===== config.mk =====
export PLATFORM = sky130hd
export DESIGN_NAME = sdram_burst_scheduler
export DESIGN_NICKNAME = d
export VERILOG_FILES = /design/src/rtl/sdram_burst_scheduler.sv
export SDC_FILE = /design/constraint.sdc
export NUM_CORES = 1
export LEC_CHECK = 0
export CORE_MARGIN = 1.5
export CORE_UTILIZATION = 56
export CTS_CLUSTER_SIZE = 30
export DETAILED_ROUTE_END_ITERATION = 16
export PLACE_DENSITY = 0.87
export REMOVE_ABC_BUFFERS = 1
export SYNTH_ARGS = -nofsm -noshare
export SYNTH_HDL_FRONTEND = slang
export SYNTH_SLANG_ARGS = --single-unit

===== constraint.sdc =====
create_clock -name i_clk -period 3.7 [get_ports i_clk]
set_clock_uncertainty 0.15 [all_clocks]
set_input_delay 0.74 -clock i_clk [delete_from_list [all_inputs] [get_ports i_clk]]
set_output_delay 0.74 -clock i_clk [all_outputs]
set_load 0.05 [all_outputs]

===== src/rtl/sdram_burst_scheduler.sv =====
// Arbitrates four FIFO streams (two camera writers, two VGA readers) onto a single
// SDRAM burst command port, keeping one wrapping address pointer per stream.
module sdram_burst_scheduler #(
  parameter int unsigned ADDR_W = 23,
  parameter int unsigned LVL_W  = 10,
  parameter int unsigned BURST  = 80,
  parameter int unsigned SPAN   = 153600,
  parameter int unsigned BASE_A = 0,
  parameter int unsigned BASE_B = 32'h100000,
  parameter int unsigned RD_TH  = 256
) (
  input  logic              i_clk,
  input  logic              i_rst,
  input  logic              i_load,
  input  logic [LVL_W-1:0]  i_wr_lvl [0:1],
  input  logic [LVL_W-1:0]  i_rd_lvl [0:1],
  output logic              o_cmd_valid,
  input  logic              i_cmd_ready,
  output logic              o_cmd_write,
  output logic [ADDR_W-1:0] o_cmd_addr,
  output logic [8:0]        o_cmd_len,
  input  logic              i_done,
  output logic [3:0]        o_grant,
  output logic              o_busy,
  output logic [1:0]        o_dbg_state
);

  typedef enum logic [1:0] {
    S_IDLE  = 2'd0,
    S_ISSUE = 2'd1,
    S_WAIT  = 2'd2,
    S_ADV   = 2'd3
  } state_t;

  localparam logic [LVL_W:0]    BURST_LVL = (LVL_W+1)'(BURST);
  localparam logic [LVL_W:0]    RD_TH_LVL = (LVL_W+1)'(RD_TH);
  localparam logic [ADDR_W-1:0] BASE_A_W  = ADDR_W'(BASE_A);
  localparam logic [ADDR_W-1:0] BASE_B_W  = ADDR_W'(BASE_B);
  localparam logic [ADDR_W:0]   STEP      = (ADDR_W+1)'(BURST);
  localparam logic [ADDR_W:0]   LIM_A     = (ADDR_W+1)'(BASE_A + SPAN);
  localparam logic [ADDR_W:0]   LIM_B     = (ADDR_W+1)'(BASE_B + SPAN);
  localparam logic [8:0]        LEN       = 9'(BURST);

  // Stream index: 0 = WR_A, 1 = WR_B, 2 = RD_A, 3 = RD_B (matches o_grant bit order).
  state_t            state_q, state_d;
  logic              cmd_valid_q, cmd_valid_d;
  logic              cmd_write_q, cmd_write_d;
  logic [ADDR_W-1:0] cmd_addr_q, cmd_addr_d;
  logic [8:0]        cmd_len_q, cmd_len_d;
  logic [3:0]        grant_q, grant_d;
  logic [ADDR_W-1:0] ptr_q [0:3];
  logic [ADDR_W-1:0] ptr_d [0:3];
  logic              pend_q, pend_d;
  logic              last_wr_q, last_wr_d;
  logic              last_rd_q, last_rd_d;

  logic [1:0]        wr_req;
  logic [1:0]        rd_req;
  logic              win_any;
  logic [1:0]        win_idx;

  function automatic logic [ADDR_W-1:0] base_of(input logic is_b);
    return is_b ? BASE_B_W : BASE_A_W;
  endfunction

  function automatic logic [ADDR_W-1:0] step_ptr(input logic [ADDR_W-1:0] p,
                                                  input logic is_b);
    logic [ADDR_W:0] nxt;
    logic [ADDR_W:0] lim;
    nxt = {1'b0, p} + STEP;
    lim = is_b ? LIM_B : LIM_A;
    if (nxt >= lim) return base_of(is_b);
    return nxt[ADDR_W-1:0];
  endfunction

  // Reads beat writes; a tie inside a class goes to the side not served last.
  always_comb begin
    wr_req[0] = {1'b0, i_wr_lvl[0]} >= BURST_LVL;
    wr_req[1] = {1'b0, i_wr_lvl[1]} >= BURST_LVL;
    rd_req[0] = {1'b0, i_rd_lvl[0]} <  RD_TH_LVL;
    rd_req[1] = {1'b0, i_rd_lvl[1]} <  RD_TH_LVL;
    win_any   = (|rd_req) | (|wr_req);
    win_idx   = 2'd0;
    if (|rd_req) begin
      win_idx[1] = 1'b1;
      win_idx[0] = (&rd_req) ? ~last_rd_q : rd_req[1];
    end else if (|wr_req) begin
      win_idx[1] = 1'b0;
      win_idx[0] = (&wr_req) ? ~last_wr_q : wr_req[1];
    end
  end

  // Command handshake: o_cmd_valid rises with stable write/addr/len/grant and they
  // stay frozen until the cycle i_cmd_ready is seen high; exactly one accept per burst.
  always_comb begin
    state_d     = state_q;
    cmd_valid_d = cmd_valid_q;
    cmd_write_d = cmd_write_q;
    cmd_addr_d  = cmd_addr_q;
    cmd_len_d   = cmd_len_q;
    grant_d     = grant_q;
    pend_d      = pend_q;
    last_wr_d   = last_wr_q;
    last_rd_d   = last_rd_q;
    for (int i = 0; i < 4; i++) ptr_d[i] = ptr_q[i];

    if (i_load && (state_q != S_IDLE)) pend_d = 1'b1;

    case (state_q)
      S_IDLE: begin
        if (i_load || pend_q) begin
          for (int i = 0; i < 4; i++) ptr_d[i] = base_of(i == 1 || i == 3);
          pend_d = 1'b0;
        end else if (win_any) begin
          state_d     = S_ISSUE;
          cmd_valid_d = 1'b1;
          cmd_write_d = ~win_idx[1];
          cmd_addr_d  = ptr_q[win_idx];
          cmd_len_d   = LEN;
          grant_d     = 4'b0001 << win_idx;
          if (win_idx[1]) last_rd_d = ~last_rd_q;
          else            last_wr_d = ~last_wr_q;
        end
      end
      S_ISSUE: begin
        if (i_cmd_ready) begin
          cmd_valid_d = 1'b0;
          state_d     = S_WAIT;
        end
      end
      S_WAIT: begin
        if (i_done) state_d = S_ADV;
      end
      S_ADV: begin
        // A pending load still lets the advance happen; the next IDLE rewinds anyway.
        for (int i = 0; i < 4; i++) begin
          if (grant_q[i]) ptr_d[i] = step_ptr(ptr_q[i], i == 1 || i == 3);
        end
        grant_d = 4'b0000;
        state_d = S_IDLE;
      end
      default: state_d = S_IDLE;
    endcase
  end

  always_ff @(posedge i_clk) begin
    if (i_rst) begin
      state_q     <= S_IDLE;
      cmd_valid_q <= 1'b0;
      cmd_write_q <= 1'b0;
      cmd_addr_q  <= '0;
      cmd_len_q   <= '0;
      grant_q     <= '0;
      pend_q      <= 1'b0;
      last_wr_q   <= 1'b1;
      last_rd_q   <= 1'b1;
      ptr_q[0]    <= BASE_A_W;
      ptr_q[1]    <= BASE_B_W;
      ptr_q[2]    <= BASE_A_W;
      ptr_q[3]    <= BASE_B_W;
    end else begin
      state_q     <= state_d;
      cmd_valid_q <= cmd_valid_d;
      cmd_write_q <= cmd_write_d;
      cmd_addr_q  <= cmd_addr_d;
      cmd_len_q   <= cmd_len_d;
      grant_q     <= grant_d;
      pend_q      <= pend_d;
      last_wr_q   <= last_wr_d;
      last_rd_q   <= last_rd_d;
      for (int i = 0; i < 4; i++) ptr_q[i] <= ptr_d[i];
    end
  end

  assign o_cmd_valid = cmd_valid_q;
  assign o_cmd_write = cmd_write_q;
  assign o_cmd_addr  = cmd_addr_q;
  assign o_cmd_len   = cmd_len_q;
  assign o_grant     = grant_q;
  assign o_busy      = (state_q != S_IDLE);
  assign o_dbg_state = state_q;

endmodule


==> metrics.yaml <==
nets: 861
row_count: 38
status: "complete, no violations"
ant_nets: 0
drc_errors: 0
hold_buffers: 0
grt_max_degree: 32
wirelength_um: 18200
power_leakage_nw: 2.56
finish.utilization: 0.652
clk_path_buf_depth: 2
crit_path_end_kind: "flop"
hold_start: "o_cmd_write$_SDFFE_PP0P_"
yosys.area.top_type: "dfxtp_1"
overflow: 0
io_buffers: 50
hold_viol: 0
synth_cell_types: 81
grt_pass1_wl_um: 29600
period_share: 0.923
postCtsSetupBuffers: 0
power_density_mw_per_mm2: 556
worst_r2r_path_depth: 8
die_w_um: 110
ys.flop_type: "dfxtp_1"
rsz0062_at_grt: "no"
clk_latency_ps: 350
max_freq_mhz: 293
min_period_ps: 3420
rrSetupSlack_ps: 280
die-height_um: 110
critPathKind: "flop to flop"
async_flop_share: 0
drt-vias-per-instance: 6.79
report.final.slew_viol_count: 0
synth_area_leaders: "dfxtp_1 (33%), nor2_1 (4.5%), mux2_2 (3.5%)"
syn_avg_cell_area_um2: 8.05
synth_seq_cells: 107
finalInstanceArea_mm2: 0.00719
cts_buffers: 9
grt_use_total: 0.310
seq_area_frac_synth: 0.333
r2r_end: "ptr_q[3][6]$_SDFFE_PP0P_"
syn-cell-area_mm2: 0.00644
area_growth_pct: 11.7
cts_tree: "built"
core_mm2: 0.0110
antennaDiodeCount: 0
fillerInstances: 896
start_util: 0.584
synth-edff-count: 0
vias: 6466
setup_viol: 0
synthCells: 800
grt_pass1_vias: 6130
htree_levels: 3
peakVddDrop_mv: 0.571
cp.required_ps: 3800
wire_per_inst_um: 19.1
max_slew_margin: 0.201
drt_iter0_markers: 840
path_clk_slew_ps: 80
cts_resized: 0
die_area_mm2: 0.0121
cp-start-kind: "flop"
cts_sinks: 107
hold_class: "flop to flop"
holdWs_ps: 340
drive_gt1_frac: 0.0887
hold-path-cell-count: 2
hpwl_um: 12800
drv_cap: 0
yosysWarnings: 0
ios: 86
min_to: "o_cmd_write$_SDFFE_PP0P_"
placed_area_mm2: 0.00690
worstMarginPinSlew_ps: 1190
crit_path_max_fanout: 19
arrival_ps: 3510
r2r-start: "ptr_q[3][4]$_SDFFE_PP0P_"
antenna_found_initial: 0
gp_congestion: 0.922
firstDrtPassIters: 7
root_buffer: "clkbuf_16"
yosys.area.top_type_share: 0.333
critical path, stage by stage (launching register included):
cell	delay, ps
dfxtp_1	440
ha_1	380
or2_2	220
nand3_2	160
or3_4	450
xor2_1	190
o31ai_4	750
nor2_2	200
a221o_1	360
where the power goes:
| part | switching, mW | internal, mW |
|---|---|---|
| sequential | 0.0934 | 1.27 |
| clock | 0.468 | 0.486 |
| combinational | 1.14 | 0.533 |
| total | 1.70 | 2.29 |
Yosys cell counts, types with 18 or more instances:
library cell  count
clkbuf_1         42
nor2_1           78
o21ai_0          44
a222oi_1         19
mux2_2           20
nor4_1           18
nand4_1          19
inv_1            24
nand2_1          55
a21oi_1          44
nor3_1           25
nand3_1          31
dfxtp_1         107
worst max-delay path by stage:
stage | start | to | slack (ps) | cells past startpoint
after floorplan | o_dbg_state[0]$_SDFFE_PP0P_ | ptr_q[0][12]$_SDFFE_PP0P_ | -140 | 8
after global placement | i_wr_lvl[19] | o_cmd_addr[4]$_SDFFE_PP0P_ | 450 | 9
after detailed placement | i_wr_lvl[19] | o_cmd_addr[4]$_SDFFE_PP0P_ | 350 | 9
after CTS | ptr_q[3][5]$_SDFFE_PP0P_ | ptr_q[3][6]$_SDFFE_PP0P_ | 350 | 8
after global routing | ptr_q[1][12]$_SDFFE_PP0P_ | ptr_q[1][18]$_SDFFE_PP0P_ | 80 | 7
final | ptr_q[3][4]$_SDFFE_PP0P_ | ptr_q[3][6]$_SDFFE_PP0P_ | 280 | 8
cell type report:
cell class	instances	area, µm²	area share
Tap cell	140	175	0.0244
Multi-Input combinational cell	600	3870	0.539
Timing Repair Buffer	64	618	0.0860
Sequential cell	107	2140	0.298
Inverter	25	93.8	0.0131
Clock buffer	11	243	0.0338
Clock inverter	5	45.0	0.00627
stage by stage:
step / worst slack [ps] / TNS [ps] / power, mW / cells
CTS: 348 / 0 / 3.98 / 952
global route: 78.8 / 0 / 4.16 / 952
detailed placement: 354 / 0 / 3.03 / 936
finish: 284 / 0 / 3.99 / 952
floorplan: -143 / -937 / 2.45 / 732
global placement: 446 / 0 / 2.99 / 936
registers in the layout, indices dropped and copies added (netlist names):
| name | cells |
|---|---|
| o_grant | 4 |
| o_cmd_len | 1 |
| o_cmd_addr | 19 |
| ptr_q | 76 |
| last_rd_q | 1 |
| last_wr_q | 1 |
| o_dbg_state | 2 |
| o_cmd_write | 1 |
| pend_q | 1 |
| o_cmd_valid | 1 |
routing by layer:
metal / GRT usage / routed length [µm] / vias up
li1: - / - / 2993
met1: 0.388 / 7530 / 3075
met2: 0.520 / 8700 / 348
met3: 0.0700 / 1580 / 50
met4: 0.118 / 389 / 0
met5: 0 / 0 / -
cells by family after synthesis:
| kind of cell | Yosys count | share of synthesized area |
|---|---|---|
| and+or+nand+nor | 296 | 0.233 |
| adders and majority gates | 9 | 0.0175 |
| xor gates and xnor gates | 29 | 0.0395 |
| muxes | 25 | 0.0428 |
| other | 1 | 0.000583 |
| buffers and inverters | 103 | 0.0731 |
| DFF | 107 | 0.333 |
| AOI/OAI and AO/OA | 230 | 0.261 |
cell usage in the layout (no fill, tap or decap), drive strengths merged, types with 6 or more instances in the layout:
cell           instances
and3                  15
inv                   26
buf                   14
a21o                  14
or3                    9
o211ai                 7
a21oi                 45
o21ai                 45
ha                     9
dfxtp                107
a221oi                 6
a221o                  6
o31ai                  8
clkbuf                11
or2                    8
nor3                  25
xor2                  12
a22o                   8
nand3                 32
mux2                  20
nor2                  79
xnor2                 17
a222oi                19
nand2                 55
conb                  11
nand4                 20
o2111ai                8
and2                  12
nor4                  18
a211oi                 8
o22ai                  6
clkdlybuf4s50         50
No activity file was read; power rests on OpenSTA's default activity.
